===== src/rtl/alu_flags_buffer.sv =====
// alu_flags_buffer
//
// Purpose: registered output stage behind the ALU flag logic. Each ALU result
// is captured together with its operation select and its four status flags
// into a two-entry FIFO. The FIFO is drained over a valid/ready handshake.
// The block also keeps sticky overflow/carry bits and a modulo-256 count of
// delivered entries.
//
// Ports:
//   clk, rst_n              clock, synchronous active-low reset
//   in_valid / in_ready     upstream handshake (in_ready = fewer than 2 held)
//   in_result, in_sel       ALU result (N bits) and operation select (4 bits)
//   in_neg/in_z/in_o/in_ca  status flags as produced by the flag stage
//   out_valid / out_ready   downstream handshake for the head entry
//   out_result, out_sel     head entry fields, driven 0 while out_valid = 0
//   out_flags               head flags packed {Neg, Z, O, Ca}
//   sticky_o, sticky_ca     set by any accepted entry carrying O / Ca
//   sticky_clr              clears both sticky bits (a same-cycle set wins)
//   op_count, count_clr     popped-entry counter and its clear
module alu_flags_buffer #(
  parameter int N = 5
) (
  input  logic         clk,
  input  logic         rst_n,
  input  logic         in_valid,
  output logic         in_ready,
  input  logic [N-1:0] in_result,
  input  logic [3:0]   in_sel,
  input  logic         in_neg,
  input  logic         in_z,
  input  logic         in_o,
  input  logic         in_ca,
  output logic         out_valid,
  input  logic         out_ready,
  output logic [N-1:0] out_result,
  output logic [3:0]   out_sel,
  output logic [3:0]   out_flags,
  output logic         sticky_o,
  output logic         sticky_ca,
  input  logic         sticky_clr,
  output logic [7:0]   op_count,
  input  logic         count_clr
);

  // Entry layout: {result, sel, neg, z, o, ca}
  localparam int EW = N + 8;

  typedef enum logic [1:0] {
    EMPTY = 2'd0,
    ONE   = 2'd1,
    FULL  = 2'd2
  } state_t;

  state_t          r_state;
  state_t          w_nextState;
  logic [EW-1:0]   r_head;
  logic [EW-1:0]   r_tail;
  logic [EW-1:0]   w_nextHead;
  logic [EW-1:0]   w_nextTail;
  logic [EW-1:0]   w_inEntry;
  logic            w_push;
  logic            w_pop;
  logic            r_stickyO;
  logic            r_stickyCa;
  logic [7:0]      r_opCount;

  // Handshake status depends only on the registered state, so no path
  // exists from out_ready to in_ready.
  assign in_ready  = (r_state != FULL);
  assign out_valid = (r_state != EMPTY);

  assign w_push    = in_valid & in_ready;
  assign w_pop     = out_valid & out_ready;
  assign w_inEntry = {in_result, in_sel, in_neg, in_z, in_o, in_ca};

  // Shift-pair storage: r_head is always the oldest entry. On a pop from
  // FULL the tail moves into the head; on push+pop in ONE the new entry
  // goes straight into the head.
  always_comb begin
    w_nextState = r_state;
    w_nextHead  = r_head;
    w_nextTail  = r_tail;
    case (r_state)
      EMPTY: begin
        if (w_push) begin
          w_nextState = ONE;
          w_nextHead  = w_inEntry;
        end
      end
      ONE: begin
        if (w_push && w_pop) begin
          w_nextHead = w_inEntry;
        end else if (w_push) begin
          w_nextState = FULL;
          w_nextTail  = w_inEntry;
        end else if (w_pop) begin
          w_nextState = EMPTY;
        end
      end
      FULL: begin
        if (w_pop) begin
          w_nextState = ONE;
          w_nextHead  = r_tail;
        end
      end
      default: begin
        w_nextState = EMPTY;
      end
    endcase
  end

  // State and entry registers.
  always_ff @(posedge clk) begin
    if (!rst_n) begin
      r_state <= EMPTY;
      r_head  <= '0;
      r_tail  <= '0;
    end else begin
      r_state <= w_nextState;
      r_head  <= w_nextHead;
      r_tail  <= w_nextTail;
    end
  end

  // Sticky bits: a set from an accepted entry overrides a same-cycle clear.
  always_ff @(posedge clk) begin
    if (!rst_n) begin
      r_stickyO  <= 1'b0;
      r_stickyCa <= 1'b0;
    end else begin
      r_stickyO  <= (w_push & in_o)  | (r_stickyO  & ~sticky_clr);
      r_stickyCa <= (w_push & in_ca) | (r_stickyCa & ~sticky_clr);
    end
  end

  // Pop counter: clear dominates a same-cycle pop; wraps naturally at 256.
  always_ff @(posedge clk) begin
    if (!rst_n) begin
      r_opCount <= 8'd0;
    end else if (count_clr) begin
      r_opCount <= 8'd0;
    end else if (w_pop) begin
      r_opCount <= r_opCount + 8'd1;
    end
  end

  assign out_result = out_valid ? r_head[EW-1 -: N] : '0;
  assign out_sel    = out_valid ? r_head[7:4]       : 4'd0;
  assign out_flags  = out_valid ? r_head[3:0]       : 4'd0;
  assign sticky_o   = r_stickyO;
  assign sticky_ca  = r_stickyCa;
  assign op_count   = r_opCount;

endmodule


===== config.mk =====
export PLATFORM = sky130hd
export DESIGN_NAME = alu_flags_buffer
export DESIGN_NICKNAME = d
export VERILOG_FILES = /design/src/rtl/alu_flags_buffer.sv
export SDC_FILE = /design/constraint.sdc
export NUM_CORES = 1
export LEC_CHECK = 0
export CORE_ASPECT_RATIO = 0.6
export CORE_MARGIN = 2
export CORE_UTILIZATION = 40
export CTS_BUF_LIST = sky130_fd_sc_hd__clkbuf_16
export DETAILED_ROUTE_END_ITERATION = 7
export GPL_TIMING_DRIVEN = 1
export PLACE_DENSITY_LB_ADDON = 0.1
export SLEW_MARGIN = 15
export SYNTH_ARGS = -nofsm -noshare
export SYNTH_HDL_FRONTEND = slang
export SYNTH_SLANG_ARGS = --single-unit
export TNS_END_PERCENT = 30

===== constraint.sdc =====
create_clock -name clk -period 3.9 [get_ports clk]
set_clock_uncertainty 0.15 [all_clocks]
set_input_delay 0.78 -clock clk [delete_from_list [all_inputs] [get_ports clk]]
set_output_delay 0.78 -clock clk [all_outputs]
set_load 0.03 [all_outputs]

Yosys cells after proc, flatten, opt, wreduce, memory -nomap -nowiden --
Cells that the tools add are included.
Word-level totals: input bits 19, bits in registers 38, output and inout bits 25, word-level logic and storage cells 47
Operators by class: mux-type cells 13, reduce and logical (&&, ||, !) cells 8, bitwise gates (word level) 11, equality and inequality tests 8, add/subtract/negate cells 1
Operator list (number):
- 13-bit two-way mux | 3
- 13-bit case mux with 3 select lines | 1
- 2-bit two-way mux | 5
- 2-bit inequality test, second input constant | 5
- 8-bit by 1-bit adder with 8-bit output, second input constant | 1
- 4-bit two-way mux | 2
- 4-bit AND reduction | 2
- 1-bit bitwise AND | 6
- 2-bit case mux with 3 select lines | 1
- 5-bit two-way mux | 1
- 3-bit inequality test, second input constant | 1
- 1-bit NOT | 3
- 3-bit AND reduction | 1
- 3-bit nonzero test | 1
- 2-bit by 1-bit == test with 1-bit output, second input constant | 1
- 2-bit == test, second input constant | 1
- 2-bit zero test | 1
- 1-bit OR | 2
- 2-bit nonzero test | 1
- 2-bit OR reduction | 1
- 1-bit logical AND | 1

Longest topological paths before layout --
word-level depth 6, depth in mapped cells 6, mapped depth without buffers 4

Least setup slack after synthesis --
No wires, ideal clock.
path type flip-flop to output port, start point register r_state[1], end point output port out_flags[0], data required time 2.970 ns, setup slack 1.802 ns, buffers on the path 2, arrival 1.168 ns, stages on the path, launching flop included 5, cell sequence dfxtp_1 -> buf_6 -> nor2_1 -> clkbuf_1 -> nor2b_1
Between the ends: word-level cells in the longest chain between the ends 2
Ends and longest elaborated chain:
- start: declaration | RTL line 54 | state_t r_state;
- start signal: assignment | RTL line 119 | r_state <= w_nextState;
- 2-bit nonzero test | RTL line 70 | assign out_valid = (r_state != EMPTY);
- 4-bit two-way mux | RTL line 149 | assign out_flags = out_valid ? r_head[3:0] : 4'd0;
- end: declaration | RTL line 37 | output logic [3:0] out_flags,
No other way between the ends.

Worst setup path in the final report --
start point register r_state[1], end point output port out_result[1]
Between the ends: word-level cells in the longest chain between the ends 2
Ends and longest elaborated chain:
- 2-bit nonzero test | RTL line 70
- 5-bit two-way mux | RTL line 147 | assign out_result = out_valid ? r_head[EW-1 -: N] : '0;
- end: declaration | RTL line 35 | output logic [N-1:0] out_result,
No other way between the ends.

==> results by group <==
Yosys
  • Mean post-synth cell area: 9.08 um^2
  • Post-synth top cells: 38 x dfxtp_1, 32 x nand2_1, 20 x a21oi_1
  • Cell Area, Synth: 1830 um^2
  • Yosys reg bits: 38
  • Count leader, synth: dfxtp_1
  • Mapped Cells: 201
  • Ranking of synthesized cells by area: dfxtp_1 42%, mux2i_1 7.7%, a211oi_2 6.9%
  • Synth Net Count: 221
  • Post-synthesis sequential area ratio: 41.7%
  • Async S/R FF share, synth: 0%
  • Synth area leader: dfxtp_1
  • EDFF count, synth: 0
  • Yosys top cell area share: approximately two fifths
  • Synth unique cells: 33
  • Main flop type after synthesis: dfxtp_1
  • Syn. warnings: 0

STA
  • Tcrit/Tclk final: 80.9%
  • Post-route setup slack: 0.745 ns
  • Finish-stage setup viols: 0
  • F_max: 0.317 GHz
  • Final Hold Vio Count: 0
  • Slew margin rel.: 27.2%
  • TNS Setup: 0 ns
  • Worst Tran Pin Value: 1.09 ns
  • Tmin final: 3.16 ns
  • RSZ-0062 raised after global routing: false
  • Final Max Tran Viols: 0

Placement
  • DP Area: 2240 um^2
  • Final GP Congestion: 0.739
  • Dpl ws: 0.965 ns
  • Port Buffers: 43
  • DP HPWL: between 3000 and 4000 um

Power
  • Leakage: ~0.00090 uW
  • Pwr per Cell Area: 400 nW/um^2
  • IR drop worst, VDD: 0.211 mV
  • Seq pwr share: 44.3%
  • Clk pwr share: ~40%
  • Int Power: 707 uW
  • Sw power: 245 uW
  • Tot Pwr: 952 uW
  • Sw Ratio: 25.7%
  • Comb power frac: 16.1%

Setup path
  • CP Max Fanout: 14
  • Startpoint types: flop
  • Critical-path cell list: nor2_1, nor2b_1, clkdlybuf4s50_1
  • R2r setup slk: 1.92 ns
  • WP buf/inv: 1
  • Slowest stage delay, CP: about 0.73 ns
  • Cell family with most CP delay: simple AND/OR/NAND/NOR gates
  • Setup crit end kind: primary output
  • CP Class: flop to primary output
  • CP max stage cell: nor2_1
  • Worst endpoint required time: 2.97 ns
  • Critical Path AT: 2.23 ns

Routing
  • Pre-antenna DRT Iters: 4
  • Iteration-0 DRC Markers: 93
  • Routed Antenna Nets: 0
  • Routed wire per std cell: 14.6 um
  • DR vias: approximately 1500
  • Post-DR vias/cell: between 5 and 6
  • DRC viols: 0
  • Final wirelength: 4310 um

Global route
  • Maximum number of pins on one net before global-route repair: 30
  • Vias in the first global route: around 1500
  • GRT Total Usage: 17.8%
  • Grt ovf: 0
  • Antenna violations before repair: 0
  • Global-route wire length before repair: 7130 um

Floorplanning
  • Die height: 56.3 um
  • Die ar.: 5140 um^2
  • Initial core utilization: 43.1%
  • Core Box Area: 4230 um^2
  • Die Width: 91.2 um
  • Ports: 44
  • Row cnt: 18

CTS
  • Hold buffer count at CTS: 0
  • Longest Clk Path Bufs: 2
  • CTS buffer count: 5
  • H-tree levels: 2
  • CTS Sinks: 38
  • Clock Latency Late Sink: 0.27 ns
  • Clk pin slew, worst setup/hold paths: 0.06 ns
  • Root Buffer: clkbuf_16
  • Post-CTS Setup Inserts: 0
  • Post-CTS sizing: 0
  • CTS tree: yes

Worst hold path
  • Hold/Removal Path Class: flop to flop

Final layout
  • Synthesis-to-layout area growth: 30.2%
  • Layout cells sized above 1: approximately 8.5%
  • Register area: roughly 760 um^2
  • Fill count: just over 400
  • Ant. Diodes: 0
  • Final nets: 255
  • Final Instance Area: 2380 um^2
  • Multi-input logic area: 943 um^2

Run
  • Max-Cap Viols: 0

Outcome
  • Status: finished, final reports clean
[logic make-up (layout without fill, tap and decap cells)]
family                   Yosys count  count (layout)  share of synthesized area (%)
AND/OR/NAND/NOR                   63              63                           17.5
AO/OA/AOI/OAI                     60              60                           24.5
flip-flops                        38              38                           41.7
buffers and inverters             23              58                           6.65
multiplexers                      15              15                           8.50
adder cells (fa/ha/maj)            1               1                          0.685
XOR/XNOR                           1               1                          0.480
[metal layers]
metal / vias to the layer above / GRT usage, % / wire (um)
met4: 0 / 5.19 / 14
met5: - / 0 / 0
met2: 43 / 26.3 / 1810
li1: 788 / - / -
met3: 2 / 5.23 / 255
met1: 716 / 25.1 / 2240
[layout make-up]
type | instances | area share, %
Inverter | 6 | 0.947
Multi-Input combinational cell | 140 | 39.7
Clock buffer | 5 | 5.26
Sequential cell | 38 | 32.0
Clock inverter | 3 | 0.526
Timing Repair Buffer | 44 | 18.4
Tap cell | 60 | 3.16
[metrics by stage]
step                utilization [%]  hold WS, ns  cells
global placement               52.9        0.291    288
detailed placement             52.9        0.298    288
floorplan                         -        0.286    201
CTS                            56.1        0.305    296
finish                         56.1        0.305    296
global route                   56.1        0.321    296
[final timing paths]
check | from | end | cells after the start
worst max register to register | r_state[1] | r_head[0] | 3
worst max-delay path | r_state[1] | out_result[1] | 3
worst min-delay path | r_tail[1] | r_tail[1] | 2
worst min register to register | r_tail[1] | r_tail[1] | 2
[sequential cells by signal, indices dropped and copies added, names as in the netlist]
name	count
op_count	8
sticky_o	1
r_head	13
sticky_ca	1
r_state	2
r_tail	13
[worst register-to-register path, stage by stage (launching register included)]
cell and delay [ns]:
dfxtp_1 0.41, and3b_1 0.58, a21o_1 0.52, a211oi_1 0.14
[cell usage in the layout, fill, tap and decap left out, drive strengths merged]
cell type / synthesis / final
clkdlybuf4s50: 0 / 43
o31ai: 3 / 3
buf: 11 / 1
mux2: 1 / 1
o21ai: 4 / 4
a211oi: 26 / 26
or4: 3 / 3
clkbuf: 6 / 5
clkinv: 0 / 2
and2: 1 / 1
nand2b: 2 / 2
a32oi: 2 / 2
nand3: 1 / 1
mux2i: 14 / 14
xor2: 1 / 1
or3b: 1 / 1
ha: 1 / 1
o2111ai: 1 / 1
o211a: 1 / 1
and3b: 1 / 1
nor2: 5 / 5
a21oi: 20 / 20
and4bb: 1 / 1
inv: 6 / 7
dfxtp: 38 / 38
nor2b: 13 / 13
or3: 2 / 2
nand2: 32 / 32
nand4bb: 1 / 1
a21o: 2 / 2
o211ai: 1 / 1
[power by group through the flow]
| stage | combinational (uW) | clock, uW | sequential (uW) |
|---|---|---|---|
| 2_1_floorplan | 103 | 0 | 427 |
| 3_3_place_gp | 149 | 0 | 429 |
| 3_5_place_dp | 153 | 0 | 430 |
| 4_1_cts | 153 | 382 | 422 |
| 5_1_grt | 166 | 399 | 424 |
| 6_report | 153 | 377 | 422 |
No activity file was read; power rests on OpenSTA's default activity.
